### config.mk
export PLATFORM = sky130hd
export DESIGN_NAME = ixc_gfifo_port_p
export DESIGN_NICKNAME = d
export VERILOG_FILES = /design/src/rtl/ixc_gfifo_pkg.sv /design/src/rtl/ixc_gfifo_lbuf.sv /design/src/rtl/ixc_gfifo_port_p.sv
export SDC_FILE = /design/constraint.sdc
export NUM_CORES = 1
export LEC_CHECK = 0
export BUFFER_PORTS_ARGS = -buffer_cell sky130_fd_sc_hd__buf_2
export CELL_PAD_IN_SITES_DETAIL_PLACEMENT = 1
export CELL_PAD_IN_SITES_GLOBAL_PLACEMENT = 1
export CORE_AREA = 3 3 233 235
export CTS_CLUSTER_SIZE = 30
export DETAILED_ROUTE_END_ITERATION = 12
export DIE_AREA = 0 0 236 238
export GPL_ROUTABILITY_DRIVEN = 0
export GPL_TIMING_DRIVEN = 0
export HOLD_SLACK_MARGIN = 0.06
export PLACE_DENSITY = 0.59
export REMOVE_ABC_BUFFERS = 1
export SKIP_LAST_GASP = 1
export SYNTH_ARGS = -nofsm -noshare
export SYNTH_HDL_FRONTEND = slang
export SYNTH_SLANG_ARGS = --single-unit
### constraint.sdc
create_clock -name fclk -period 2.5 [get_ports fclk]
set_input_delay 0 -clock fclk [delete_from_list [all_inputs] [get_ports fclk]]
set_output_delay 0 -clock fclk [all_outputs]
set_load 0.05 [all_outputs]
### src/rtl/ixc_gfifo_pkg.sv
// Shared definitions for the token-driven global-FIFO port: FSM state
// encoding and default widths.
package ixc_gfifo_pkg;

  typedef enum logic [1:0] {
    ST_IDLE = 2'd0,
    ST_SEND = 2'd1,
    ST_HOLD = 2'd2,
    ST_PASS = 2'd3
  } gf_state_e;

  localparam int DEF_DATA_W    = 8;
  localparam int DEF_DEPTH     = 4;
  localparam int DEF_CBID_W    = 20;
  localparam int DEF_LEN_W     = 12;
  localparam int DEF_OUT_W     = 512;
  localparam int DEF_MAX_BURST = 4;

endpackage

### src/rtl/ixc_gfifo_lbuf.sv
// Local request buffer: power-of-two circular FIFO with occupancy count.
// Push is refused while full even if a pop happens the same cycle.
module ixc_gfifo_lbuf
  import ixc_gfifo_pkg::*;
#(
  parameter int ENT_W = DEF_DATA_W,
  parameter int DEPTH = DEF_DEPTH
) (
  input  logic                       fclk,
  input  logic                       rst_n,
  input  logic                       push_i,
  input  logic [ENT_W-1:0]           wdata_i,
  input  logic                       pop_i,
  output logic [ENT_W-1:0]           rdata_o,
  output logic [$clog2(DEPTH):0]     level_o,
  output logic                       full_o,
  output logic                       empty_o
);

  localparam int PTR_W = $clog2(DEPTH);
  localparam int LVL_W = PTR_W + 1;

  logic [ENT_W-1:0] mem_q [DEPTH];
  logic [PTR_W-1:0] wptr_q, wptr_d;
  logic [PTR_W-1:0] rptr_q, rptr_d;
  logic [LVL_W-1:0] level_q, level_d;
  logic             do_push;
  logic             do_pop;

  assign full_o  = (level_q == LVL_W'(DEPTH));
  assign empty_o = (level_q == '0);
  assign do_push = push_i && !full_o;
  assign do_pop  = pop_i && !empty_o;
  assign rdata_o = mem_q[rptr_q];
  assign level_o = level_q;

  // Pointers wrap naturally because DEPTH is a power of two.
  always_comb begin
    wptr_d  = wptr_q;
    rptr_d  = rptr_q;
    level_d = level_q;
    if (do_push) wptr_d = wptr_q + PTR_W'(1);
    if (do_pop)  rptr_d = rptr_q + PTR_W'(1);
    case ({do_push, do_pop})
      2'b10:   level_d = level_q + LVL_W'(1);
      2'b01:   level_d = level_q - LVL_W'(1);
      default: level_d = level_q;
    endcase
  end

  always_ff @(posedge fclk or negedge rst_n) begin
    if (!rst_n) begin
      wptr_q  <= '0;
      rptr_q  <= '0;
      level_q <= '0;
    end else begin
      wptr_q  <= wptr_d;
      rptr_q  <= rptr_d;
      level_q <= level_d;
    end
  end

  always_ff @(posedge fclk) begin
    if (do_push) mem_q[wptr_q] <= wdata_i;
  end

endmodule

### src/rtl/ixc_gfifo_port_p.sv
// Global-FIFO port: captures toggle-encoded requests into a local buffer and
// drains up to MAX_BURST entries to the shared FIFO while holding the token.
module ixc_gfifo_port_p
  import ixc_gfifo_pkg::*;
#(
  parameter int DATA_W    = DEF_DATA_W,
  parameter int DEPTH     = DEF_DEPTH,
  parameter int CBID_W    = DEF_CBID_W,
  parameter int LEN_W     = DEF_LEN_W,
  parameter int OUT_W     = DEF_OUT_W,
  parameter int MAX_BURST = DEF_MAX_BURST
) (
  input  logic                       fclk,
  input  logic                       rst_n,
  input  logic                       ireq,
  input  logic [CBID_W-1:0]          cbid,
  input  logic [LEN_W-1:0]           len,
  input  logic [DATA_W-1:0]          idata,
  input  logic                       lock,
  input  logic                       tkin,
  output logic                       tkout,
  output logic                       gf_req,
  output logic [CBID_W-1:0]          gf_cbid,
  output logic [LEN_W-1:0]           gf_len,
  output logic [OUT_W-1:0]           gf_data,
  input  logic                       gf_full,
  output logic                       lb_full,
  output logic [$clog2(DEPTH):0]     lb_level
);

  localparam int ENT_W   = CBID_W + LEN_W + DATA_W;
  localparam int LVL_W   = $clog2(DEPTH) + 1;
  localparam int BURST_W = $clog2(MAX_BURST + 1);

  gf_state_e          state_q, state_d;
  logic [BURST_W-1:0] burst_q, burst_d;
  logic [BURST_W-1:0] burst_inc;
  logic               ireq_q;
  logic               accept;
  logic               pop;
  logic               lb_empty;
  logic [ENT_W-1:0]   head;
  logic [CBID_W-1:0]  head_cbid;
  logic [LEN_W-1:0]   head_len;
  logic [DATA_W-1:0]  head_data;

  // A request stays pending (ireq_q held) until buffer space and lock allow it.
  assign accept    = (ireq != ireq_q) && !lock && !lb_full;
  assign burst_inc = burst_q + BURST_W'(1);
  assign {head_cbid, head_len, head_data} = head;

  ixc_gfifo_lbuf #(
    .ENT_W (ENT_W),
    .DEPTH (DEPTH)
  ) u_lbuf (
    .fclk    (fclk),
    .rst_n   (rst_n),
    .push_i  (accept),
    .wdata_i ({cbid, len, idata}),
    .pop_i   (pop),
    .rdata_o (head),
    .level_o (lb_level),
    .full_o  (lb_full),
    .empty_o (lb_empty)
  );

  always_comb begin
    state_d = state_q;
    burst_d = burst_q;
    gf_req  = 1'b0;
    tkout   = 1'b0;
    pop     = 1'b0;
    case (state_q)
      ST_IDLE: begin
        burst_d = '0;
        if (tkin) begin
          if (lb_empty || lock) state_d = ST_PASS;
          else if (!gf_full)    state_d = ST_SEND;
          else                  state_d = ST_HOLD;
        end
      end
      ST_SEND: begin
        if (lb_empty) begin
          state_d = ST_PASS;
        end else if (gf_full || lock) begin
          state_d = ST_HOLD;
        end else begin
          gf_req  = 1'b1;
          pop     = 1'b1;
          burst_d = burst_inc;
          if (lb_level == LVL_W'(1) || burst_inc == BURST_W'(MAX_BURST))
            state_d = ST_PASS;
        end
      end
      ST_HOLD: begin
        if (lb_empty)              state_d = ST_PASS;
        else if (!gf_full && !lock) state_d = ST_SEND;
      end
      ST_PASS: begin
        tkout   = 1'b1;
        burst_d = '0;
        state_d = ST_IDLE;
      end
      default: state_d = ST_IDLE;
    endcase
  end

  // Entry fields are driven only while the write strobe is active.
  always_comb begin
    gf_cbid = '0;
    gf_len  = '0;
    gf_data = '0;
    if (gf_req) begin
      gf_cbid              = head_cbid;
      gf_len               = head_len;
      gf_data[DATA_W-1:0]  = head_data;
    end
  end

  always_ff @(posedge fclk or negedge rst_n) begin
    if (!rst_n) begin
      state_q <= ST_IDLE;
      burst_q <= '0;
      ireq_q  <= 1'b0;
    end else begin
      state_q <= state_d;
      burst_q <= burst_d;
      if (accept) ireq_q <= ireq;
    end
  end

endmodule

# ---- Word level (Yosys, flattened, before mapping)
# Memories as Yosys holds them, arrays and structs flattened.
# Cells that the tools add are included.
dict set report totals {
  n_memories 1
  regBits 13
  word_cells 67
  in_bits 46
  ram_bits 160
  out_inout_bits 550
}
dict set report op_classes {
  reduce_logical 19
  eq_ne 14
  muxes 22
  n_addsub 5
}
# name words width rd rd_ports_with_merged_regs wr line
set memory_table {}
lappend memory_table {u_lbuf.mem_q 4 40 1 0 1 ixc_gfifo_lbuf.sv:23} ;# logic [ENT_W-1:0] mem_q [DEPTH];
# operator n
set ops {}
lappend ops {{20-bit 2-to-1 mux} 1}
lappend ops {{2-bit 2-to-1 mux} 8}
lappend ops {{12-bit 2-to-1 mux} 1}
lappend ops {{3-bit case mux with 2 select lines} 2}
lappend ops {{8-bit 2-to-1 mux} 1}
lappend ops {{2-bit case mux with 4 select lines} 1}
lappend ops {{3-bit by 1-bit adder with 3-bit output (second input constant)} 2}
lappend ops {{2-bit equality test (second input constant)} 3}
lappend ops {{3-bit equality test (second input constant)} 2}
lappend ops {{1-bit 2-to-1 mux} 6}
lappend ops {{3-bit 2-to-1 mux} 2}
lappend ops {{2-bit != test (second input constant)} 3}
lappend ops {{3-bit AND reduction} 2}
lappend ops {{1-bit logical AND} 5}
lappend ops {{2-bit by 1-bit adder with 2-bit output (second input constant)} 2}
lappend ops {{2-bit by 1-bit equality test with 1-bit output (second input constant)} 2}
lappend ops {{1-bit logical NOT} 4}
lappend ops {{4-bit != test (second input constant)} 1}
lappend ops {{2-bit nonzero test} 2}
lappend ops {{3-bit by 1-bit equality test with 1-bit output (second input constant)} 1}
lappend ops {{3-bit logical NOT} 1}
lappend ops {{1-bit logical OR} 3}
lappend ops {{3-bit != test (second input constant)} 1}
lappend ops {{3-bit by 1-bit subtractor with 3-bit output (second input constant)} 1}
lappend ops {{other kinds (3)} 3}

# ---- Depth between registers and ports, before layout
# Gate-level depths: netlist of run 1.
dict set report logic_depth {
  depth_word 7
  mapped_depth 9
  depth_no_buf 9
}

# ---- By module
# From an unflattened synthesis of run 1, not the netlist that was laid out.
dict set report unflattened {
  cells_unflattened 850
  hier_area_um2 10829.1
}
# module n_inst area_each_um2 cells_each seq_area_each_um2
set modules_own_cells {}
lappend modules_own_cells {ixc_gfifo_lbuf 1 6248.5 248 4979.8}
lappend modules_own_cells {ixc_gfifo_port_p 1 4580.6 602 150.1}

# ---- Least setup slack after synthesis of run 1
# No wires, ideal clock.
dict set report synth_timing {
  path_kind {register to register}
  startpoint {reg u_lbuf.level_q[0], in the netlist u_lbuf.level_o[0]}
  endpoint {mem u_lbuf.mem_q[0][0] (netlist bit), enable pin}
  path_stages_with_launch 6
  synth_period_minus_slack_ns 3.189
  setup_time_ns 0.401
  required_ns 2.099
  slack_ns -0.689
  arrival_time_ns 2.788
  path_buffers 0
  cell_sequence {dfrtp_1 > inv_1 > ha_1 > and2_1 > nor3_2 > and2_1}
}
dict set report synth_via {
  elab_chain_len 6
}
# element line
set synth_rtl {}
lappend synth_rtl {{start, declared} ixc_gfifo_lbuf.sv:26} ;# logic [LVL_W-1:0] level_q, level_d;
lappend synth_rtl {{start signal, assigned} ixc_gfifo_lbuf.sv:59} ;# level_q <= level_d;
lappend synth_rtl {{3-bit equality test *} ixc_gfifo_lbuf.sv:30} ;# assign full_o = (level_q == LVL_W'(DEPTH));
lappend synth_rtl {{named net lb_full} ixc_gfifo_port_p.sv:27} ;# output logic lb_full,
lappend synth_rtl {{1-bit logical NOT *} {ixc_gfifo_lbuf.sv:32, ixc_gfifo_port_p.sv:48}}
lappend synth_rtl {{1-bit logical AND} ixc_gfifo_port_p.sv:48} ;# assign accept = (ireq != ireq_q) && !lock && !lb_full;
lappend synth_rtl {{1-bit logical AND *} ixc_gfifo_lbuf.sv:32} ;# assign do_push = push_i && !full_o;
lappend synth_rtl {{1-bit 2-to-1 mux *} ixc_gfifo_lbuf.sv:64} ;# if (do_push) mem_q[wptr_q] <= wdata_i;
lappend synth_rtl {{1-bit 2-to-1 mux (implied by the code) *} ixc_gfifo_lbuf.sv:64}
lappend synth_rtl {{end, declared} ixc_gfifo_lbuf.sv:23}
# Mark *: on every way through the listed nets, which the timed path passes. The rest lies on a longest branch.

# ---- Worst setup path after layout of run 1
dict set report layout_timing {
  startpoint {reg u_lbuf.level_q[0], in the netlist u_lbuf.level_o[0]}
  endpoint {out gf_data[4]}
}
dict set report layout_via {
  elab_chain_len 4
}
# element line
set layout_rtl {}
lappend layout_rtl {{3-bit logical NOT} ixc_gfifo_lbuf.sv:31} ;# assign empty_o = (level_q == '0);
lappend layout_rtl {{1-bit 2-to-1 mux} ixc_gfifo_port_p.sv:83} ;# if (lb_empty) begin
lappend layout_rtl {{1-bit 2-to-1 mux} ixc_gfifo_port_p.sv:73} ;# case (state_q)
lappend layout_rtl {{8-bit 2-to-1 mux} ixc_gfifo_port_p.sv:113} ;# if (gf_req) begin
lappend layout_rtl {{end, declared} ixc_gfifo_port_p.sv:25} ;# output logic [OUT_W-1:0] gf_data,
# Every way passes these cells.

==> results of run 1 <==
==> synth_stat cells <==
cell / instances / area (um2)
o21ai_0: 4 / 20.0
a21oi_1: 1 / 5.00
and2_1: 46 / 288
and3b_1: 2 / 17.5
nor2b_1: 3 / 18.8
a211oi_1: 1 / 7.51
clkbuf_1: 4 / 15.0
nor2b_2: 1 / 8.76
mux2_1: 1 / 11.3
o31ai_1: 1 / 7.51
mux2i_1: 3 / 30.0
xnor2_1: 5 / 43.8
ha_1: 17 / 213
mux2_2: 1 / 11.3
a32o_1: 1 / 10.0
nor3_1: 1 / 5.00
a31oi_1: 1 / 6.26
nor2_1: 7 / 26.3
o211a_1: 1 / 10.0
o22ai_1: 1 / 6.26
mux4_2: 40 / 901
dfrtp_1: 13 / 325
conb_1: 1 / 3.75
xor2_1: 2 / 17.5
buf_1: 3 / 11.3
edfxtp_1: 160 / 4800
inv_1: 12 / 45.0
nor3_2: 1 / 10.0
mux2_4: 1 / 15.0
buf_2: 7 / 35.0
buf_4: 505 / 3790
a221o_1: 1 / 10.0
nand2_1: 4 / 15.0
==> power breakdown <==
part / switching [mW] / internal (mW) / leakage, nW
sequential: 0.246 / 3.61 / 1.61
clock: 1.16 / 1.49 / 0.279
combinational: 3.15 / 1.22 / 3.02
total: 4.56 / 6.32 / 4.90
==> cell type report <==
type                            count  area (um2)
Antenna cell                        1        2.50
Clock buffer                       18         429
Clock inverter                     13         154
Fill cell                        6102       41100
Inverter                           12        45.0
Multi-Input combinational cell    651        3630
Sequential cell                   173        5140
Tap cell                          688         861
Timing Repair Buffer              145        1090
==> cell families (layout without fill, tap and decap cells) <==
| kind of cell | count (synthesis) | in the layout | share of synthesized area |
|---|---|---|---|
| AOI/OAI and AO/OA | 12 | 12 | 0.00769 |
| xor gates and xnor gates | 7 | 7 | 0.00571 |
| adders and majority gates | 17 | 17 | 0.0198 |
| buffers and inverters | 531 | 188 | 0.363 |
| DFF | 173 | 173 | 0.477 |
| muxes | 46 | 46 | 0.0901 |
| other | 1 | 505 | 0.000349 |
| and+or+nand+nor | 65 | 65 | 0.0362 |
==> final timing paths <==
kind | from | end | cells past startpoint
min reg2reg | u_lbuf.level_o[0]$_DFFE_PN0P_ | u_lbuf.level_o[0]$_DFFE_PN0P_ | 1
max reg2reg | u_lbuf.level_o[0]$_DFFE_PN0P_ | u_lbuf.mem_q[2][12]$_DFFE_PP_ | 6
max in group asynchronous | rst_n | u_lbuf.rptr_q[0]$_DFFE_PN0P_ | 3
min in group asynchronous | rst_n | ireq_q$_DFFE_PN0P_ | 3
min | tkin | state_q[0]$_DFFE_PN0P_ | 4
max | u_lbuf.level_o[0]$_DFFE_PN0P_ | gf_data[4] | 7
==> repair_timing <==
action                     4_1_cts  5_1_grt
hold buffers                    46        0
setup endpoints to repair      144      160
resized for setup                3        6
hold endpoints to repair       179        0
buffers inserted                 1        0
==> critical path, stage by stage, from the launching register on <==
cell and delay (ns):
dfrtp_2 0.42, inv_1 0.07, ha_1 0.23, nor2b_2 0.20, and3b_4 0.34, buf_12 0.18, and2_1 0.17, buf_2 0.27
==> flip-flops by register name, indices dropped and copies added (netlist names) <==
signal	count
u_lbuf.wptr_q	2
state_q	2
u_lbuf.mem_q	160
u_lbuf.rptr_q	2
u_lbuf.level_o	3
ireq_q	1
burst_q	3
==> through the flow <==
stage                     hold slack (ns)  total power [mW]  utilization
after global routing                0.158              11.4        0.216
after global placement            -0.0828              8.15        0.193
final                               0.148              10.9        0.216
after detailed placement          -0.0790              8.25        0.196
after CTS                           0.118              11.0        0.216
after floorplan                    -0.296              7.39            -
==> per-layer routing <==
layer / vias to the layer above / GRT usage / wire [um]
met4: 0 / 0.0249 / 291
met2: 259 / 0.120 / 11200
met1: 2456 / 0.0745 / 7480
met5: - / 0 / 0
li1: 2167 / - / -
met3: 18 / 0.0206 / 1650
==> cell usage in the layout, fill, tap and decap left out, drive strengths merged, types with 2 or more instances in the layout <==
cell and count:
and3b 2, edfxtp 160, nor3 2, dlygate4sd3 46
bufinv 2, mux4 40, ha 17, inv 18
xnor2 5, dfrtp 13, o21ai 4, clkinvlp 2
clkbuf 19, clkinv 3, and2 46, nor2 7
conb 504, mux2 3, xor2 2, buf 98
nor2b 4, mux2i 3, nand2 4
==> out/results.tsv, run 1 <==
stage	metric	value	unit
sta	RSZ-0062 raised after global routing	no	
pwr	static leakage	4.90	nW
yosys	post-synthesis register bit count	173	
placed_design	Setup WS pre-CTS	-0.115	ns
flow_run	max cap viols	0	
setup_path	Setup crit end kind	primary output	
cells_and_area	layout cells sized above 1	0.178	
route	vias	4900	
yosys	Syn Inst Count	852	
sta	Final Hold Viols	0	
clocking	Sink Count	173	
die	initial cell density of the core	0.205	
setup_path	Setup CP Type	flop to primary output	
yosys	Seq/Total Area, Yosys	0.477	
global_route	GRT Total Usage	0.0670	
yosys	synthesized cell area	10700	um2
clocking	Root Driver	clkbuf_16	
setup_path	CP Launch Type	flop	
setup_path	required time of the worst setup path	2.50	ns
global_route	number of global-route vias before repair	4730	
clocking	CTS tree	yes	
placed_design	Port Buffers	91	
cells_and_area	Layout area overhead	5.55	%
global_route	initial antenna violation count	1	
route	post-route ant nets	0	
sta	Worst slew margin	0.569	
sta	fin crit period	2.35	ns
die	Die X	236	um
route	DR WL/cell	12.1	um
setup_path	reg2reg setup slack	0.23	ns
die	Die Ht	238	um
sta	fmax	426	MHz
pwr	peak supply drop	0.834	mV
placed_design	placed insts	1622	
sta	Worst Skew	0.0136	ns
global_route	grt ovf	0	
clocking	Worst-path clk slew	0.07	ns
sta	final worst-path cycle share	0.938	
die	num ports	596	
placed_design	Final HPWL DP	15400	um
route	router iterations before antenna repair	4	
sta	# setup viols final	0	
die	core area	52400	um2
run_status	outcome	finished clean	
global_route	largest net degree at the start of global routing	39	
clocking	CTS buffer count	17	
sta	Slew Viols, Final	0	
setup_path	largest fanout on the critical path	29	
route	vias per cell	2.88	
sta	Setup TNS	0	ns
yosys	Synthesis Warnings	0	
yosys	syn_area_per_cell	12.6	um2
clocking	worst skew pair latency	0.44	ns
route	drt initial violations	161	
sta	worst slew pin tran	0.645	ns
cells_and_area	final instance area	11300	um2
die	DIE AREA	56200	um2
route	Post-Route WL	20600	um
setup_path	Data arrival, critical path	2.35	ns
placed_design	area of placed instances	10300	um2
die	Cell Rows	84	
clocking	clk buf depth	2	
sta	fin worst setup slack	0.155	ns
clocking	htree depth	4	
route	Remaining DRCs	0	
pwr	PwrDens	960	nW/um2
min_path	worst hold-check path type	input pin to flop	
cells_and_area	fin cells	1701	
cells_and_area	Final #Nets	1063	
yosys	Netlist cell types	33	
global_route	global-route wire length before repair	28800	um
Note: power is estimated with default switching activity, not from simulation.
==> inputs of run 2 (changes only) <==
- CTS_BUF_LIST: unset -> sky130_fd_sc_hd__clkbuf_2
- REMOVE_ABC_BUFFERS: 1 -> unset
==> out/results.tsv, run 2 (synthesis results as in run 1) <==
stage	metric	value	unit	change
cells_and_area	Top reg by flops	u_lbuf.mem_q		
clocking	worst skew pair latency	0.75	ns	+0.31 ns
cells_and_area	max reg flops	160		unchanged
die	DIE AREA	56200	um2	unchanged
die	num ports	596		unchanged
die	Cell Rows	84		unchanged
min_path	worst hold-check path type	input pin to flop		
global_route	initial antenna violation count	1		unchanged
clocking	CTS buffer count	17		unchanged
cells_and_area	commonest non-fill, non-tap cells in the layout	buf_4, conb_1, edfxtp_1		
cells_and_area	number of antenna diodes	0		-1
cells_and_area	fin cells	2271		+34%
cells_and_area	final instance area	15900	um2	+40%
route	Post-Route WL	29700	um	+44%
setup_path	CP Launch Type	flop		
die	Die X	236	um	unchanged
global_route	GRT Total Usage	0.0956		+0.0286
sta	final worst-path cycle share	0.981		+0.0433
sta	Hold WS	0.241	ns	+0.0930 ns
sta	# setup viols final	0		unchanged
global_route	global-route wire length before repair	41300	um	+43%
sta	Worst Skew	0.0221	ns	+0.00853 ns
route	router iterations before antenna repair	5		+1
setup_path	Setup crit end kind	flop		
route	drt initial violations	175		+8.7%
clocking	clk buf depth	2		unchanged
run_status	outcome	finished clean		
sta	Final Hold Viols	0		unchanged
route	DR WL/cell	13.1	um	+8.1%
cells_and_area	most common cell after layout, fill and taps aside	buf_4		
setup_path	Cell Chain, Critical Path	inv_2 -> ha_4 -> and2_1 -> nor3_2 -> and2_4		
setup_path	CP max stage cell	and2_4		
sta	RSZ-0062 raised after global routing	yes		
sta	worst slew pin tran	0.734	ns	+0.0889 ns
cells_and_area	Layout area overhead	48.0	%	
route	vias per cell	2.96		+2.9%
die	initial cell density of the core	0.205		unchanged
clocking	Root Driver	clkbuf_2		
global_route	grt ovf	0		unchanged
placed_design	placed insts	2134		+32%
global_route	largest net degree at the start of global routing	41		+5.1%
route	Remaining DRCs	0		unchanged
sta	fin crit period	2.45	ns	+0.108 ns
setup_path	Setup CP Type	flop to flop		
pwr	final total power	11.4	mW	+5.0%
sta	Slew Viols, Final	0		unchanged
placed_design	Port Buffers	91		unchanged
cells_and_area	Final #Nets	1633		+54%
sta	Setup TNS	0	ns	unchanged
die	core area	52400	um2	unchanged
sta	fmax	408	MHz	-4.4%
die	Die Ht	238	um	unchanged
setup_path	required time of the worst setup path	2.90	ns	+0.40 ns
pwr	peak supply drop	0.571	mV	-31%
pwr	static leakage	7.96	nW	+62%
flow_run	max cap viols	0		unchanged
clocking	CTS tree	yes		
clocking	Sink Count	173		unchanged
route	post-route ant nets	0		unchanged
global_route	number of global-route vias before repair	6558		+39%
clocking	Worst-path clk slew	0.25	ns	+0.18 ns
setup_path	largest fanout on the critical path	40		+38%
placed_design	area of placed instances	14000	um2	+36%
placed_design	Final HPWL DP	22600	um	+46%
sta	Worst slew margin	0.511		-0.0579
pwr	PwrDens	719	nW/um2	-25%
route	vias	6731		+37%
setup_path	slowest cell delay on critical path	0.75	ns	+0.33 ns
setup_path	Data arrival, critical path	2.86	ns	+0.51 ns
cells_and_area	layout cells sized above 1	0.464		+0.286
clocking	htree depth	4		unchanged
==> run 2: cell count changes in the layout (fill, tap and decap cells not counted), moves of 3 or more <==
cell           change
buf_8             +12
dlygate4sd3_1     +43
clkinv_2           +3
buf_4            +516
and2_4            +23
clkbuf_16          -9
clkbuf_2          +18
and2_1            -23
buf_6             +31
buf_2             -39
==> run 2: critical path: cells and delay by family (launching register included) <==
kind,cells,cell delay [ns]
and+or+nand+nor,3,1.46
DFF,1,0.42
buffers and inverters,1,0.05
adders and majority gates,1,0.16
==> run 2: layout make-up <==
class	instances	area [um2]
clock buffer	18	90.1
inverter	12	45.0
sequential	173	5130
multi-input combinational	651	3700
buffer	519	4020
fill	6117	36500
clock inverter	14	190
tap	688	861
timing repair buffer	196	1860
==> run 2: per-layer routing <==
layer  track usage  up-vias  wire [um]
li1              -     3307          -
met1        0.0930     3148      10200
met2         0.195      253      17200
met3        0.0294       21       2040
met4        0.0195        2        276
met5             0        -         13
==> run 2: final timing paths <==
| kind | startpoint | endpoint | slack, ns | cells past startpoint |
|---|---|---|---|---|
| setup / recovery | u_lbuf.level_o[1]$_DFFE_PN0P_ | u_lbuf.mem_q[0][28]$_DFFE_PP_ | 0.05 | 5 |
| hold / removal | lock | u_lbuf.wptr_q[0]$_DFFE_PN0P_ | 0.24 | 4 |
| setup reg to reg | u_lbuf.level_o[1]$_DFFE_PN0P_ | u_lbuf.mem_q[0][28]$_DFFE_PP_ | 0.05 | 5 |
| hold reg to reg | burst_q[2]$_DFFE_PN0P_ | burst_q[2]$_DFFE_PN0P_ | 0.59 | 2 |
| max in group asynchronous | rst_n | u_lbuf.level_o[1]$_DFFE_PN0P_ | 1.64 | 3 |
| min in group asynchronous | rst_n | u_lbuf.wptr_q[0]$_DFFE_PN0P_ | 0.37 | 3 |
==> run 2: metrics by stage <==
step | utilization | setup WS (ns)
after floorplan | - | 0.0620
after global placement | 0.266 | -0.0521
after detailed placement | 0.266 | -0.100
after CTS | 0.297 | -0.00587
after global routing | 0.303 | -0.121
final | 0.303 | 0.0466
==> run 2: report_power, final <==
| group | total [mW] | internal, mW | switching [mW] |
|---|---|---|---|
| logic | 6.00 | 2.35 | 3.65 |
| registers | 3.76 | 3.60 | 0.154 |
| clock network | 1.68 | 0.668 | 1.01 |
| total | 11.4 | 6.62 | 4.81 |
==> run 2: timing repair <==
item	4_1_cts	5_1_grt
pin swaps	1	5
hold buffers	89	0
setup buffers	5	4
gates resized for setup	118	51
endpoints found under the setup margin	201	201
hold endpoints to repair	200	0
cloned	0	7
==> inputs of run 3 (changes only) <==
- BUFFER_PORTS_ARGS: -buffer_cell sky130_fd_sc_hd__buf_2 -> -buffer_cell sky130_fd_sc_hd__buf_4
==> out/results.tsv, run 3 (synthesis results as in run 1) <==
stage	metric	value	unit	change
setup_path	Setup crit end kind	flop		
clocking	htree depth	4		unchanged
sta	final worst-path cycle share	1.01		+0.0304
cells_and_area	fin cells	2271		unchanged
pwr	Internal	6.51	mW	-1.7%
cells_and_area	most common cell after layout, fill and taps aside	buf_4		
global_route	number of global-route vias before repair	6701		+2.2%
sta	Setup TNS	-0.170	ns	-0.170 ns
sta	Worst Skew	0.0500	ns	+0.0279 ns
cells_and_area	commonest non-fill, non-tap cells in the layout	buf_4, conb_1, edfxtp_1		
global_route	initial antenna violation count	1		unchanged
pwr	clock share of power	0.152		+0.005
pwr	sequential share of power	0.332		+0.003
route	DR WL/cell	12.8	um	-1.9%
die	initial cell density of the core	0.205		unchanged
route	router iterations before antenna repair	4		-1
clocking	CTS tree	yes		
sta	Slew Viols, Final	0		unchanged
sta	Final Hold Viols	0		unchanged
sta	# setup viols final	22		+22
cells_and_area	final instance area	15900	um2	+0.16%
cells_and_area	Layout area overhead	48.3	%	
clocking	CTS buffer count	17		unchanged
placed_design	Final HPWL DP	22500	um	-0.59%
clocking	Sink Count	173		unchanged
placed_design	area of placed instances	14200	um2	+1.6%
sta	worst slew pin tran	0.716	ns	-0.0181 ns
setup_path	Setup CP Type	flop to flop		
global_route	GRT Total Usage	0.0951		-0.000439
route	Remaining DRCs	0		unchanged
clocking	Worst-path clk slew	0.27	ns	+0.02 ns
cells_and_area	Top reg by flops	u_lbuf.mem_q		
global_route	grt ovf	0		unchanged
setup_path	reg2reg setup slack	-0.03	ns	-0.08 ns
route	post-route ant nets	0		unchanged
min_path	worst hold-check path type	input pin to flop		
flow_run	max cap viols	0		unchanged
pwr	peak supply drop	0.502	mV	-12%
run_status	outcome	complete, but fails checks		
pwr	final total power	11.3	mW	-1.6%
pwr	static leakage	7.95	nW	-0.12%
placed_design	Port Buffers	91		unchanged
die	num ports	596		unchanged
setup_path	required time of the worst setup path	2.89	ns	about the same
die	core area	52400	um2	unchanged
die	DIE AREA	56200	um2	unchanged
run_status	failing checks	negative setup slack		
route	vias	6723		-0.12%
sta	fmax	395	MHz	-3.0%
cells_and_area	layout cells sized above 1	0.458		-0.00569
pwr	switch share	0.421		+0.000579
cells_and_area	fillers	6102		-0.25%
setup_path	CP Launch Type	flop		
sta	fin worst setup slack	-0.0294	ns	-0.0760 ns
pwr	PwrDens	706	nW/um2	-1.7%
placed_design	placed insts	2134		unchanged
sta	fin crit period	2.53	ns	+0.0760 ns
die	Die Ht	238	um	unchanged
clocking	clk buf depth	2		unchanged
cells_and_area	max reg flops	160		unchanged
die	Cell Rows	84		unchanged
clocking	worst skew pair latency	0.79	ns	+0.04 ns
global_route	largest net degree at the start of global routing	41		unchanged
cells_and_area	Final #Nets	1633		unchanged
route	vias per cell	2.96		-0.12%
setup_path	Data arrival, critical path	2.92	ns	+0.06 ns
die	Die X	236	um	unchanged
cells_and_area	number of antenna diodes	0		unchanged
sta	Worst slew margin	0.521		+0.0105
setup_path	largest fanout on the critical path	40		unchanged
sta	Hold WS	0.214	ns	-0.0263 ns
clocking	Root Driver	clkbuf_2		
route	Post-Route WL	29100	um	-1.9%
pwr	share of power burned in combinational logic	0.516		-0.009
global_route	global-route wire length before repair	41300	um	about the same
route	drt initial violations	209		+19%
pwr	switching power	4.74	mW	-1.4%
sta	RSZ-0062 raised after global routing	yes		
-- run 3: cell count changes in the layout (fill, tap and decap cells not counted), sizes merged --
| cell | previous run | this run |
|---|---|---|
| dlygate4sd3 | 89 | 90 |
| clkbuf | 28 | 23 |
| buf | 616 | 620 |
| clkinv | 5 | 2 |
| inv | 16 | 17 |
| clkinvlp | 1 | 3 |
-- run 3: final timing paths --
kind	start	to	cells past startpoint
hold / removal	lock	state_q[0]$_DFFE_PN0P_	5
hold reg to reg	burst_q[1]$_DFFE_PN0P_	burst_q[1]$_DFFE_PN0P_	2
setup reg to reg	u_lbuf.level_o[0]$_DFFE_PN0P_	u_lbuf.mem_q[3][18]$_DFFE_PP_	5
min in group asynchronous	rst_n	u_lbuf.level_o[2]$_DFFE_PN0P_	3
max in group asynchronous	rst_n	u_lbuf.wptr_q[0]$_DFFE_PN0P_	3
setup / recovery	u_lbuf.level_o[0]$_DFFE_PN0P_	u_lbuf.mem_q[3][18]$_DFFE_PP_	5
-- run 3: timing repair --
item                                    4_1_cts  5_1_grt
pin swaps                                     1        2
setup buffers                                 8        4
endpoints found under the hold margin       346        0
resized for setup                            98       15
gates cloned                                  0        3
endpoints found under the setup margin      201      200
hold buffers                                 90        0
-- run 3: routing by layer --
metal  vias up  part of all wire  GRT usage
met4         2            0.0080     0.0199
met3        21             0.074     0.0288
met2       255              0.58      0.194
met5         -           0.00024          0
met1      3141              0.34     0.0928
li1       3304                 -          -
-- run 3: cell type report --
class,count,area (um2),area share
Buffer,519,4020,0.252
Timing Repair Buffer,196,1910,0.120
Sequential cell,173,5130,0.322
Multi-Input combinational cell,651,3670,0.231
Inverter,12,45.0,0.00283
Clock inverter,14,205,0.0129
Tap cell,688,861,0.0540
Clock buffer,18,90.1,0.00565
-- run 3: critical path, stage by stage, from the launching register on --
cell and delay, ns:
dfrtp_2 0.44, inv_2 0.06, ha_4 0.16, and2_1 0.18, nor3_2 0.56, and2_4 0.74
-- run 3: power by group through the flow --
stage               logic [mW]  registers (mW)  clock network, mW
detailed placement        5.11            3.82                  0
global placement          5.07            3.80                  0
floorplan                 4.20            3.86                  0
finish                    5.81            3.74               1.71
CTS                       5.68            3.74               1.79
global route              6.19            3.78               1.90
-- run 3: per-stage QoR --
step,setup slack (ns),util
final,-0.0294,0.304
after global routing,-0.169,0.304
after CTS,-0.0304,0.301
after detailed placement,-0.0916,0.271
after global placement,-0.0594,0.271
after floorplan,0.0620,-
